<file path="config.mk">
export PLATFORM = sky130hd
export DESIGN_NAME = imem_fetch_sequencer
export DESIGN_NICKNAME = d
export VERILOG_FILES = /design/src/rtl/imem_fetch_sequencer.sv
export SDC_FILE = /design/constraint.sdc
export NUM_CORES = 1
export LEC_CHECK = 0
export BUFFER_PORTS_ARGS = -buffer_cell sky130_fd_sc_hd__buf_4
export CORE_UTILIZATION = 35
export CTS_BUF_LIST = sky130_fd_sc_hd__clkbuf_16
export CTS_CLUSTER_SIZE = 8
export DETAILED_ROUTE_END_ITERATION = 8
export GPL_ROUTABILITY_DRIVEN = 0
export GPL_TIMING_DRIVEN = 0
export PLACE_DENSITY_LB_ADDON = 0.2
export REMOVE_ABC_BUFFERS = 1
export SETUP_SLACK_MARGIN = 0.5
export SLEW_MARGIN = 20
export SYNTH_ARGS = -nofsm -noshare
export SYNTH_HDL_FRONTEND = slang
export SYNTH_SLANG_ARGS = --single-unit
</file>
<file path="constraint.sdc">
create_clock -name clk -period 4.6 [get_ports clk]
set_input_delay 1.38 -clock clk [delete_from_list [all_inputs] [get_ports clk]]
set_output_delay 1.38 -clock clk [all_outputs]
set_load 0.01 [all_outputs]
</file>
<file path="src/rtl/imem_fetch_sequencer.sv">
// imem_fetch_sequencer
// Owns the program counter of the non-pipelined MIPS core. It fetches one
// word at a time from a synchronous instruction memory (one-cycle read
// latency) and hands it to the multi-cycle execute logic over valid/ready.
// It then waits for execute to finish, and either advances to pc+4 or
// redirects to a branch/jump target. HALTED and FAULT are terminal states;
// only reset leaves them.

module imem_fetch_sequencer #(
  parameter logic [31:0] RESET_PC  = 32'h0000_0000,
  parameter int unsigned MEM_WORDS = 256
) (
  input  logic                          clk,
  input  logic                          reset,
  input  logic                          start,
  input  logic                          halt,
  output logic [$clog2(MEM_WORDS)-1:0]  mem_addr,
  input  logic [31:0]                   mem_rdata,
  output logic [31:0]                   instr,
  output logic                          instr_valid,
  input  logic                          instr_ready,
  input  logic                          exec_done,
  input  logic                          redirect_en,
  input  logic [31:0]                   redirect_pc,
  output logic [31:0]                   pc,
  output logic                          busy,
  output logic                          fault,
  output logic [31:0]                   retired
);

  // Width of the word address, and the first byte-address bit above the
  // memory space. Any target with a bit set at or above TOP_BIT is out of range.
  localparam int unsigned AW      = $clog2(MEM_WORDS);
  localparam int unsigned TOP_BIT = AW + 2;

  typedef enum logic [2:0] {
    S_IDLE   = 3'd0,
    S_FETCH  = 3'd1,
    S_WAIT   = 3'd2,
    S_VALID  = 3'd3,
    S_EXEC   = 3'd4,
    S_HALTED = 3'd5,
    S_FAULT  = 3'd6
  } state_t;

  // A legal next PC is word aligned and lies inside the instruction memory.
  // pc+4 from the last word therefore fails this check; it does not wrap.
  function automatic logic target_ok(input logic [31:0] target);
    target_ok = (target[1:0] == 2'b00) && ((target >> TOP_BIT) == 32'h0000_0000);
  endfunction

  state_t      state_r;
  state_t      next_state_s;
  logic [31:0] pc_r;
  logic [31:0] instr_r;
  logic        instr_valid_r;
  logic        busy_r;
  logic        fault_r;
  logic [31:0] retired_r;

  logic [31:0] next_pc_s;
  logic        load_pc_s;
  logic        capture_s;
  logic        retire_s;

  // Next-state logic, target selection and the datapath enables.
  always_comb begin
    next_state_s = state_r;
    load_pc_s    = 1'b0;
    capture_s    = 1'b0;
    retire_s     = 1'b0;
    if (redirect_en) begin
      next_pc_s = redirect_pc;
    end else begin
      next_pc_s = pc_r + 32'd4;
    end

    case (state_r)
      S_IDLE: begin
        if (start) begin
          next_state_s = S_FETCH;
        end else begin
          next_state_s = S_IDLE;
        end
      end
      S_FETCH: begin
        // mem_addr is already presented from pc; the memory samples it now.
        next_state_s = S_FETCH == state_r ? S_WAIT : S_IDLE;
      end
      S_WAIT: begin
        capture_s    = 1'b1;
        next_state_s = S_VALID;
      end
      S_VALID: begin
        // instr_valid is high throughout VALID, so ready alone completes the transfer.
        if (instr_ready) begin
          next_state_s = S_EXEC;
        end else begin
          next_state_s = S_VALID;
        end
      end
      S_EXEC: begin
        if (exec_done) begin
          retire_s = 1'b1;
          if (halt) begin
            next_state_s = S_HALTED;
          end else if (!target_ok(next_pc_s)) begin
            next_state_s = S_FAULT;
          end else begin
            load_pc_s    = 1'b1;
            next_state_s = S_FETCH;
          end
        end else begin
          next_state_s = S_EXEC;
        end
      end
      S_HALTED: begin
        next_state_s = S_HALTED;
      end
      S_FAULT: begin
        next_state_s = S_FAULT;
      end
      default: begin
        // An unused encoding can only come from an upset; recover to IDLE.
        next_state_s = S_IDLE;
      end
    endcase
  end

  // State register.
  always_ff @(posedge clk or posedge reset) begin
    if (reset) begin
      state_r <= S_IDLE;
    end else begin
      state_r <= next_state_s;
    end
  end

  // Program counter: it changes only on a successful in-range completion.
  always_ff @(posedge clk or posedge reset) begin
    if (reset) begin
      pc_r <= RESET_PC;
    end else if (load_pc_s) begin
      pc_r <= next_pc_s;
    end else begin
      pc_r <= pc_r;
    end
  end

  // Instruction capture on the closing edge of WAIT; held through VALID and EXEC.
  always_ff @(posedge clk or posedge reset) begin
    if (reset) begin
      instr_r <= 32'h0000_0000;
    end else if (capture_s) begin
      instr_r <= mem_rdata;
    end else begin
      instr_r <= instr_r;
    end
  end

  // Retired counter: one per accepted exec_done, wrapping modulo 2^32.
  always_ff @(posedge clk or posedge reset) begin
    if (reset) begin
      retired_r <= 32'h0000_0000;
    end else if (retire_s) begin
      retired_r <= retired_r + 32'd1;
    end else begin
      retired_r <= retired_r;
    end
  end

  // Status outputs are decoded from the next state so that they are registered
  // and still line up cycle-for-cycle with the state register.
  always_ff @(posedge clk or posedge reset) begin
    if (reset) begin
      instr_valid_r <= 1'b0;
      busy_r        <= 1'b0;
      fault_r       <= 1'b0;
    end else begin
      instr_valid_r <= (next_state_s == S_VALID);
      busy_r        <= (next_state_s inside {S_FETCH, S_WAIT, S_VALID, S_EXEC});
      fault_r       <= (next_state_s == S_FAULT);
    end
  end

  assign mem_addr    = pc_r[AW+1:2];
  assign pc          = pc_r;
  assign instr       = instr_r;
  assign instr_valid = instr_valid_r;
  assign busy        = busy_r;
  assign fault       = fault_r;
  assign retired     = retired_r;

endmodule

</file>
# --- Word level (Yosys, flattened, before mapping) ---
# Index checks and enable logic that the tools add are counted.
# W data, S select, Z words.
word_totals:
  regBits: 102
  output_inout_bits: 107
  word_cells: 41
op_classes:
  n_addsub: 2
  n_eq_ne: 12
  n_mux: 15
  reduce_logical: 5
ops:
  columns: ["op", "n"]
  rows:
  - ["$add A32 B1 Y32 const B", 1]
  - ["$add A32 B3 Y32 const B", 1]
  - ["$logic_not A32 Y1", 1]
  - ["$mux W32", 1]
  - ["$pmux W3 S7", 1]
  - ["$eq A3 B3 Y1 const B", 5]
  - ["$eq A3 B2 Y1 const B", 4]
  - ["$mux W3", 4]
  - ["$mux W1", 8]
  - ["$eq A3 B1 Y1 const B", 2]
  - ["$reduce_bool A4 Y1", 1]
  - ["$eq A1 B3 Y1 const A", 1]
  - ["$logic_not A3 Y1", 1]
  - ["$logic_not A2 Y1", 1]
  - ["$mux W2", 1]
  - ["$logic_and A1 B1 Y1", 1]

# --- Longest topological paths before layout ---
logic_depth:
  ltp_word: 10
  ltp_mapped: 10
  ltp_nobuf: 8

# --- Worst setup path after synthesis ---
# Ideal clock, no wire load.
synth_timing:
  path_kind: "input port to flip-flop"
  startpoint: "input port redirect_en"
  endpoint: "register pc_r[10] (netlist: pc[10])"
  setup_time_ns: 0.119
  arrival_ns: 3.261
  t_required_ns: 4.481
  path_slack_ns: 1.220
  path_stages: 8
  n_path_buf: 2
  path_cell_list: "clkbuf_1 clkinv_1 nor4_1 nand3_1 o31a_1 or4_4 buf_6 and2_1"
synth_via:
  elab_chain_cells: 7
  word_cells_on_any_way: 8
  cone_classes: "mux (5); reduce/logical (3)"
synth_rtl:
  columns: ["item", "line", "source"]
  rows:
  - ["from (decl)", "23", "input logic redirect_en,"]
  - ["$mux W32 (*)", "72", "if (redirect_en) begin"]
  - ["$logic_not A32 Y1 or $logic_not A2 Y1 (tied branches)", "49", "target_ok = (target[1:0] == 2'b00) && ((target >> TOP_BIT) == 32'h0000_0000);"]
  - ["$logic_and A1 B1 Y1", "49", null]
  - ["$mux W1", "107", "end else if (!target_ok(next_pc_s)) begin"]
  - ["$mux W1", "105", "if (halt) begin"]
  - ["$mux W1", "103", "if (exec_done) begin"]
  - ["$mux W1", "78", "case (state_r)"]
  - ["to (signal assigned)", "144", "pc_r <= next_pc_s;"]
  - ["to (signal assigned)", "146", "pc_r <= pc_r;"]
  - ["to (decl)", "54", "logic [31:0] pc_r;"]
# Every way passes the cells marked *; elsewhere a longest branch is shown, timed or not.
# A chain may end at the register's enable or synchronous reset.

# --- Worst setup path in the final report ---
layout_timing:
  startpoint: "input port exec_done"
  endpoint: "register retired_r[31] (netlist: retired[31])"
layout_via:
  elab_chain_cells: 2
layout_rtl:
  columns: ["item", "line", "source"]
  rows:
  - ["from (decl)", "22", "input logic exec_done,"]
  - ["$mux W1", "103", null]
  - ["$mux W1", "78", null]
  - ["to (signal assigned)", "166", "retired_r <= retired_r + 32'd1;"]
  - ["to (signal assigned)", "168", "retired_r <= retired_r;"]
  - ["to (decl)", "59", "logic [31:0] retired_r;"]
# Every way passes these cells.

==> summary.md <==
| Metric | Value |
|---|---|
| Placed Cells | `782` |
| FF/Latch Area | `0.00255 sq mm` |
| Initial Utilization | `36.0%` |
| Post-route ant nets | `0` |
| Grt total ovfl | `0` |
| Post-synthesis sequential area ratio | `51.1%` |
| Part of the power in registers | `48.3%` |
| Fin cells | `798` |
| Post-Synth Adder-Cell Area | `0.501%` |
| Tmin final | `3.62 ns` |
| Top_reg_cell synth | `dfrtp_1` |
| Worst skew pair latency | `0.34 ns` |
| Commonest non-fill, non-tap cell in the layout | `buf_4` |
| Post-CTS Resized | `0` |
| Setup Total Neg Slack | `0 ns` |
| Clock Skew | `0.00816 ns` |
| Hold-fix buffers, CTS | `0` |
| Clk buf depth | `2` |
| Final worst-path cycle share | `78.7%` |
| Layout area overhead | `35.2%` |
| Mapped Area | `0.00499 sq mm` |
| Max Cap Viol | `0` |
| Post-DP HPWL | `8860 microns` |
| CP max FO | `8` |
| Async S/R FF share, synth | `100%` |
| Initial antenna violation count | `0` |
| Overall power | `1.94 mW` |
| Rows | `43` |
| Status | `completed` |
| Internal power | `1.45 mW` |
| Post-synth EDFFs | `0` |
| Xor/xnor cell area share of the yosys netlist | `7.02%` |
| Drt pass-1 iters | `4` |
| Yosys top cell area share | `51.1%` |
| Layout cells sized above 1 | `43.0%` |
| First-pass GRT wire length | `20000 microns` |
| Cell taking the most area after synthesis | `dfrtp_1` |
| Count of final setup violators | `0` |
| Hold_ws | `0.480 ns` |
| Unrepaired setup endpoints after global routing | `no` |
| Setup crit start kind | `input port` |
| DRT iter0 DRCs | `225` |
| Pins Over Slew Limit | `0` |
| Net Switching | `0.491 mW` |
| Nets | `686` |
| Power density over the cells | `288 mW/mm^2` |
| Ys Warns | `0` |
| Sw frac | `25.3%` |
| DRC | `0` |
| Number of diodes | `0` |
| CP endpoint kind | `flop` |
| Placed cell areas | `0.00647 sq mm` |
| CTS tree | `yes` |
| Via count | `4073` |
| Critical Path RT | `4.83 ns` |
| Largest net degree at the start of global routing | `58` |
| CTS H-tree lvls | `3` |
| Clock network fraction of design power | `35.9%` |
| Worst Max-Slew Pin Slew | `0.903 ns` |
| Synth Area in Compound Gates | `6.44%` |
| CTS sink cnt | `102` |
| Wire per inst | `15.3 microns` |
| Clock-pin slew on the worst setup and hold paths | `0.07 ns` |
| Pleak | `3.34 nW` |
| Post-synthesis register bit count | `102` |
| Slew HR | `39.1%` |
| Commonest cells after routing, fill and taps aside | `buf_4 (177), dfrtp_1 (102), mux2_2 (38)` |
| Post-synthesis cell type count | `55` |
| Critical path class | `in2reg` |
| Root buffer selected by CTS | `clkbuf_16` |
| Post-CTS Setup Repair Bufs | `0` |
| Min-delay worst type | `reg2reg` |
| Boundary Pins | `178` |
| Total GRT Usage | `17.2%` |
| Routed vias/inst | `5.10` |
| Synth top area cells | `dfrtp_1 (51%), mux2_2 (8.6%), xnor2_1 (4.9%)` |
| Logic gate share of total power | `15.8%` |
| Final Hold Fails | `0` |
| Core Footprint | `0.0139 sq mm` |
| Worst VDD drop | `0.167 mV` |
| Die Wd | `121 microns` |
| Largest family of logic cells by synthesized area | `simple AND/OR/NAND/NOR gates` |
| Syn Inst Count | `446` |
| Design Area, Final | `0.00675 sq mm` |
| Area share of and/or/nand/nor cells after synthesis | `21.4%` |
| Fillcell total | `1271` |
| Post-synthesis mux area share | `9.97%` |
| Die H | `121 microns` |
| Vias in the first global route | `4065` |
| Die Area | `0.0147 sq mm` |
| CP arrival | `3.85 ns` |
| Port bufs | `177` |
| Final wirelength | `12200 microns` |
| Multi-input logic area | `0.00229 sq mm` |
| Syn Area/Cell | `11.2 sq um` |
| Fmax | `0.276 GHz` |
| Number of CTS-inserted buffers | `9` |
## critical path, stage by stage
cell and delay, ns:
buf_4 0.09, nor4bb_2 0.61, nand4_1 0.40, nor4_1 0.61, and2_1 0.28, and3_1 0.23, nand4_1 0.12, xnor2_1 0.14
## per-layer routing
metal	vias up	global-route usage (%)	share of wire (%)
li1	1943	-	-
met3	11	3.05	7.1
met4	0	7.33	1.6
met2	150	27.1	47
met1	1969	23.1	45
met5	-	0	0
## flip-flops by register name (all words and copies together), names as in the netlist
register	count
busy	1
fault	1
instr	32
instr_valid	1
pc	32
retired	32
state_r	3
## power by group through the flow
stage | Sequential, mW | Combinational [mW] | Clock (mW)
5_1_grt | 0.941 | 0.338 | 0.762
3_5_place_dp | 0.954 | 0.310 | 0
2_1_floorplan | 0.951 | 0.199 | 0
3_3_place_gp | 0.954 | 0.290 | 0
6_report | 0.938 | 0.308 | 0.697
4_1_cts | 0.937 | 0.311 | 0.725
## area by class of cell
cell class / count / share of cell area [%]
Timing Repair Buffer: 179 / 20.3
Clock inverter: 7 / 0.612
Inverter: 10 / 0.630
Tap cell: 180 / 3.34
Sequential cell: 102 / 37.8
Multi-Input combinational cell: 311 / 33.9
Clock buffer: 9 / 3.34
## kinds of logic after synthesis
family          after synthesis
flops                       102
xor+xnor                     40
simple gates                177
buf+inv                      33
mux                          45
compound gates               47
fa+ha+maj                     2
## worst paths after layout
kind	startpoint	endpoint	slack, ns	cells past startpoint
setup / recovery	exec_done	retired[31]	0.98	8
setup reg to reg	pc[7]	pc[3]	1.05	7
hold reg to reg	retired[31]	retired[31]	0.48	1
max in group asynchronous	reset	pc[9]	2.93	3
hold / removal	retired[31]	retired[31]	0.48	1
min in group asynchronous	reset	instr[29]	1.05	2
## per-stage QoR
step	worst slack (ns)	utilization, %
6_report	0.979	48.6
5_1_grt	0.760	48.6
4_1_cts	0.600	48.5
3_5_place_dp	0.238	46.6
3_3_place_gp	-0.683	46.2
2_1_floorplan	0.545	-
## synthesized netlist by cell type, drive strengths merged (2+ instances only)
cell,n
dfrtp,102
mux2,38
and2,28
nor2,28
xnor2,28
nand2,25
nand4,25
nand3,16
a21oi,13
buf,12
nor3,12
xor2,12
clkbuf,11
nor4,11
inv,9
and4,7
mux2i,7
nand2b,7
o21ai,7
and3,6
o2bb2ai,5
a31oi,4
or4,4
a211oi,2
a41oi,2
ha,2
o2111ai,2
o31ai,2
or3,2
No activity file was read; power rests on OpenSTA's default activity.
